`src/rtl/lsu_bus_responder.sv`:
```
// LSU bus responder: range-checks one dword load/store from exec_mem, runs it on the
// data memory bus and hands back a single-cycle response. One access in flight at most.

module lsu_bus_responder_chk (
  input  logic clk,
  input  logic rst,
  input  logic mem_rvalid,
  input  logic in_wait,
  input  logic orphan
);

  // A completion is only legal while waiting on our own access or draining an orphan.
  a_no_stray_rvalid : assert property (@(posedge clk) disable iff (!rst)
    !(mem_rvalid && !in_wait && !orphan));

endmodule

module lsu_bus_responder #(
  parameter int          ADDR_W         = 61,
  parameter int          XLEN           = 64,
  parameter logic [63:0] RAM_BASE_LINE  = 64'h0,
  parameter logic [63:0] RAM_LINES      = 64'h4000,
  parameter int          TIMEOUT_CYCLES = 256
) (
  input  logic                clk,
  input  logic                rst,
  input  logic                lsu_prev_stalled,
  input  logic [ADDR_W-1:0]   lsu_addr,
  input  logic                lsu_do_load,
  input  logic                lsu_do_store,
  input  logic [XLEN-1:0]     lsu_store_data,
  input  logic [XLEN/8-1:0]   lsu_store_mask,
  output logic                lsu_stall_next,
  output logic [XLEN-1:0]     lsu_load_data,
  output logic                lsu_access_fault,
  output logic                mem_req,
  output logic                mem_we,
  output logic [ADDR_W-1:0]   mem_addr,
  output logic [XLEN-1:0]     mem_wdata,
  output logic [XLEN/8-1:0]   mem_wmask,
  input  logic                mem_ready,
  input  logic                mem_rvalid,
  input  logic [XLEN-1:0]     mem_rdata,
  input  logic                mem_err
);

  localparam int MW = XLEN / 8;
  localparam int TW = $clog2(TIMEOUT_CYCLES);
  localparam logic [ADDR_W:0] BASE_EXT  = (ADDR_W+1)'(RAM_BASE_LINE);
  localparam logic [ADDR_W:0] LINES_EXT = (ADDR_W+1)'(RAM_LINES);
  localparam logic [TW-1:0]   TIMER_LAST = TW'(TIMEOUT_CYCLES - 1);

  typedef enum logic [1:0] {
    ST_IDLE = 2'd0,
    ST_REQ  = 2'd1,
    ST_WAIT = 2'd2,
    ST_RESP = 2'd3
  } state_t;

  state_t            state_r, state_s;
  logic              stall_r, stall_s;
  logic [XLEN-1:0]   load_data_r, load_data_s;
  logic              fault_r, fault_s;
  logic              mem_req_r, mem_req_s;
  logic              mem_we_r, mem_we_s;
  logic [ADDR_W-1:0] mem_addr_r, mem_addr_s;
  logic [XLEN-1:0]   mem_wdata_r, mem_wdata_s;
  logic [MW-1:0]     mem_wmask_r, mem_wmask_s;
  logic              orphan_r, orphan_s;
  logic [TW-1:0]     timer_r, timer_s;

  logic [ADDR_W:0]   offset_s;
  logic              in_range_s;
  logic              req_valid_s;

  // Offset from the window base at one extra bit: the MSB flags addr < base, and the
  // upper bound never wraps because the offset is strictly below 2^ADDR_W.
  always_comb begin
    offset_s    = {1'b0, lsu_addr} - BASE_EXT;
    in_range_s  = !offset_s[ADDR_W] && (offset_s < LINES_EXT);
    req_valid_s = !lsu_prev_stalled && (lsu_do_load || lsu_do_store);
  end

  // Next-state and next-output computation for the responder FSM.
  always_comb begin
    state_s     = state_r;
    load_data_s = load_data_r;
    fault_s     = fault_r;
    mem_we_s    = mem_we_r;
    mem_addr_s  = mem_addr_r;
    mem_wdata_s = mem_wdata_r;
    mem_wmask_s = mem_wmask_r;
    timer_s     = timer_r;
    if (orphan_r && mem_rvalid) begin
      orphan_s = 1'b0;
    end else begin
      orphan_s = orphan_r;
    end

    case (state_r)
      ST_IDLE: begin
        if (req_valid_s) begin
          mem_addr_s  = lsu_addr;
          mem_we_s    = lsu_do_store;
          mem_wdata_s = lsu_store_data;
          mem_wmask_s = lsu_store_mask;
          if (in_range_s) begin
            state_s = ST_REQ;
          end else begin
            state_s = ST_RESP;
            fault_s = 1'b1;
          end
        end else begin
          state_s = ST_IDLE;
        end
      end
      ST_REQ: begin
        if (mem_req_r && mem_ready) begin
          state_s = ST_WAIT;
          timer_s = {TW{1'b0}};
        end else begin
          state_s = ST_REQ;
        end
      end
      ST_WAIT: begin
        timer_s = timer_r + 1'b1;
        // A completion in the timeout cycle still counts as a normal response.
        if (mem_rvalid) begin
          state_s = ST_RESP;
          fault_s = mem_err;
          if (!mem_we_r) begin
            load_data_s = mem_rdata;
          end else begin
            load_data_s = load_data_r;
          end
        end else if (timer_r == TIMER_LAST) begin
          state_s  = ST_RESP;
          fault_s  = 1'b1;
          orphan_s = 1'b1;
        end else begin
          state_s = ST_WAIT;
        end
      end
      ST_RESP: begin
        state_s = ST_IDLE;
        fault_s = 1'b0;
      end
      default: begin
        state_s = ST_IDLE;
        fault_s = 1'b0;
      end
    endcase

    // The bus request is withheld while a timed-out access may still complete.
    mem_req_s = (state_s == ST_REQ) && !orphan_s;
    stall_s   = (state_s != ST_RESP);
  end

  // State and registered-output update.
  always_ff @(posedge clk or negedge rst) begin
    if (!rst) begin
      state_r     <= ST_IDLE;
      stall_r     <= 1'b1;
      load_data_r <= {XLEN{1'b0}};
      fault_r     <= 1'b0;
      mem_req_r   <= 1'b0;
      mem_we_r    <= 1'b0;
      mem_addr_r  <= {ADDR_W{1'b0}};
      mem_wdata_r <= {XLEN{1'b0}};
      mem_wmask_r <= {MW{1'b0}};
      orphan_r    <= 1'b0;
      timer_r     <= {TW{1'b0}};
    end else begin
      state_r     <= state_s;
      stall_r     <= stall_s;
      load_data_r <= load_data_s;
      fault_r     <= fault_s;
      mem_req_r   <= mem_req_s;
      mem_we_r    <= mem_we_s;
      mem_addr_r  <= mem_addr_s;
      mem_wdata_r <= mem_wdata_s;
      mem_wmask_r <= mem_wmask_s;
      orphan_r    <= orphan_s;
      timer_r     <= timer_s;
    end
  end

  assign lsu_stall_next   = stall_r;
  assign lsu_load_data    = load_data_r;
  assign lsu_access_fault = fault_r;
  assign mem_req          = mem_req_r;
  assign mem_we           = mem_we_r;
  assign mem_addr         = mem_addr_r;
  assign mem_wdata        = mem_wdata_r;
  assign mem_wmask        = mem_wmask_r;

  lsu_bus_responder_chk u_chk (
    .clk        (clk),
    .rst        (rst),
    .mem_rvalid (mem_rvalid),
    .in_wait    (state_r == ST_WAIT),
    .orphan     (orphan_r)
  );

endmodule

```
`config.mk`:
```
export PLATFORM = sky130hd
export DESIGN_NAME = lsu_bus_responder
export DESIGN_NICKNAME = d
export VERILOG_FILES = /design/src/rtl/lsu_bus_responder.sv
export SDC_FILE = /design/constraint.sdc
export NUM_CORES = 1
export LEC_CHECK = 0
export CORE_AREA = 2 2 157 159
export DETAILED_ROUTE_END_ITERATION = 16
export DIE_AREA = 0 0 159 161
export PLACE_DENSITY = 0.83
export SETUP_SLACK_MARGIN = 0.1
export SLEW_MARGIN = 40
export SYNTH_ARGS = -nofsm -noshare
export SYNTH_HDL_FRONTEND = slang
export SYNTH_SLANG_ARGS = --single-unit
```
`constraint.sdc`:
```
create_clock -name clk -period 3.6 [get_ports clk]
set_input_delay 0.54 -clock clk [delete_from_list [all_inputs] [get_ports clk]]
set_output_delay 0.54 -clock clk [all_outputs]
set_load 0.005 [all_outputs]
```
==> impl_metrics.tcl <==
set metrics [dict create \
    status "completed" \
    layoutNonFillerInstCount 1537 \
    cts_hold_buf 0 \
    initial_core_util_pct 34.8 \
    gp_congestion 0.835 \
    n_antenna_cell 0 \
    rsz0062_at_grt "no" \
    cts.sinks 212 \
    fill_cells 2016 \
    async_flop_share_pct 100 \
    drv_slew 0 \
    reg2regPathDepth 5 \
    core_area_um2 24000 \
    synthDistinctLibCells 40 \
    die_h_um 161 \
    p_per_area_nw_per_um2 834 \
    wl_um 25900 \
    hold_path_class "primary input to asynchronous set/reset pin" \
    tightest_slew_ns 0.807 \
    cts_tree "done" \
    yosys.area.top_type_share_pct 63.3 \
    hold_violations 0 \
    dieArea_um2 25600 \
    grtUsageTotal_pct 19.8 \
    power_leakage_uw 0.00620 \
    fin_tns_setup_ns 0 \
    yosys.area.top_type "dfrtp_1" \
    drive_gt1_share_pct 9.65 \
    numPortBuffers 405 \
    avgSynthCellArea_um2 10.5 \
    dr.pass1.iters 4 \
    period_share_pct 64.9 \
    synth_commonest_cells "nand2_1, dfrtp_1, mux2_2" \
    setup_ws_ns 1.26 \
    yosys_warnings 0 \
    ir_worst_vdd_v 0.000478 \
    critical_path_class "register to register" \
    antenna_found_initial 0 \
    max_cap_violations 0 \
    r2r-start "state_r[1]" \
    grt_pass1_wl_um 40700 \
    fp.dieW_um 159 \
    grt-ovfl-total 0 \
    synthesis.nets 1001 \
    p_total_uw 11300 \
    hpwl_um 18600 \
    rrSetupSlack_ns 1.26 \
    cts.path.max_buffers 3 \
    pre_cts_ws_ns 0.968 \
    grt_max_degree 79 \
    ys_seq_elements 212 \
    ant_nets 0 \
    areaGrowthSynthToFinish_pct 61.8 \
    slew-limit-headroom_pct 46.2 \
    path_clk_slew_ns 0.06 \
    grt_pass1_vias 7352 \
    vias_per_cell 4.66 \
    fin_skew_ns 0.0135 \
    synth_edf_count 0 \
    max_clock_freq_mhz 428 \
    root_buffer "clkbuf_16" \
    path_max_fanout 64 \
    syn_inst 795 \
    worstSetupStartpointType "register" \
    num_vias 7158 \
    mappedNetlistArea_um2 8340 \
    fp-row-count 57 \
    holdWs_ns 0.0134 \
    yosysSeqAreaShare_pct 63.6 \
    ios 406 \
    wl_per_cell_um 16.9 \
    cts_resized 0 \
    cp_data_arrival_time_ns 2.72 \
    finalSetupViolations 0 \
    fin_crit_ns 2.34 \
    dp.cells 1494 \
    reg2reg_to "lsu_load_data[24]" \
    drcViolationCount 0 \
    synth_most_common_cell "nand2_1" \
    htreeDepth 1 \
    synthTopCellsByArea "dfrtp_1, nand2_1, mux2_2" \
    synth-main-ff-cell "dfrtp_1" \
    drtIter0Drc 438 \
    post-cts-setup-buffers 0 \
    clk_latency_ns 0.50 \
    numCtsBuffers 24 \
    cp.required_ns 3.98 \
    fin_nets 1403 \
    endpoint_kind "register" \
]
[power by group]
part | leakage [uW] | switching (uW) | internal [uW]
logic | 0.00316 | 1730 | 2740
registers | 0.00262 | 642 | 3510
clock network | 0.000420 | 952 | 1680
total | 0.00620 | 3320 | 7930
[critical path, cell delays in order (launching register included)]
cell	delay, ns
dfrtp_1	0.53
nor2b_2	0.35
nand2_1	0.14
nor2_4	0.09
buf_4	0.62
mux2_2	0.43
[final cells by class]
cell class / count / area [um^2] / share of cell area (%)
clock buffers: 31 / 678 / 5.02
clock inverters: 11 / 185 / 1.37
inverters: 1 / 3.75 / 0.0278
multi-input cells: 544 / 2720 / 20.2
flip-flops and latches: 212 / 5310 / 39.3
well taps: 324 / 405 / 3.00
repair buffers: 414 / 4200 / 31.1
[metal layers]
layer | routed length, um | GRT usage [%]
met5 | 0 | 0
met4 | 894 | 6.61
met3 | 1930 | 5.32
met2 | 12700 | 34.1
met1 | 10400 | 24.2
[sequential cells by signal, indices dropped and copies added, names as in the netlist]
register          flops
orphan_r              1
mem_wmask             8
lsu_access_fault      1
timer_r               8
lsu_load_data        64
mem_we                1
mem_addr             61
mem_req               1
mem_wdata            64
state_r               2
lsu_stall_next        1
[worst max path at each step]
stage | depth (start not counted) | end | start | slack (ns)
floorplan | 4 | mem_req | lsu_addr[21] | 1.84
global placement | 5 | mem_req | lsu_addr[59] | 0.95
detailed placement | 5 | mem_req | lsu_addr[59] | 0.97
CTS | 5 | lsu_load_data[24] | state_r[1] | 1.26
global route | 5 | lsu_load_data[24] | state_r[1] | 1.08
finish | 5 | lsu_load_data[24] | state_r[1] | 1.26
[cell families (layout without fill, tap and decap cells)]
| kind of cell | count (synthesis) | count (layout) | share of synthesized area (%) |
|---|---|---|---|
| XOR/XNOR | 1 | 1 | 0.105 |
| adder cells (fa/ha/maj) | 1 | 1 | 0.150 |
| flip-flops | 212 | 212 | 63.6 |
| multiplexers | 64 | 64 | 8.64 |
| AO/OA/AOI/OAI | 24 | 24 | 1.78 |
| buffers and inverters | 39 | 457 | 3.78 |
| AND/OR/NAND/NOR | 454 | 454 | 21.9 |
[layout by cell type, fill, tap and decap left out, drive strengths merged, types with 2 or more instances in the layout]
master / instances
nor2b: 3
clkbuf: 31
nor4: 12
clkinv: 4
buf: 10
nand3: 5
nand2: 412
nor2: 4
a31oi: 2
bufinv: 5
nand4: 5
nor3: 2
clkdlybuf4s50: 404
and3: 3
o21ai: 10
mux2: 64
a211oi: 3
a21oi: 4
clkinvlp: 2
dfrtp: 211
[stage by stage]
| step | utilization, % | cell area [um^2] |
|---|---|---|
| 2_1_floorplan | - | 8340 |
| 3_3_place_gp | 52.7 | 12600 |
| 3_5_place_dp | 52.7 | 12600 |
| 4_1_cts | 56.3 | 13500 |
| 5_1_grt | 56.3 | 13500 |
| 6_report | 56.3 | 13500 |
(Power assumes the default switching activity.)
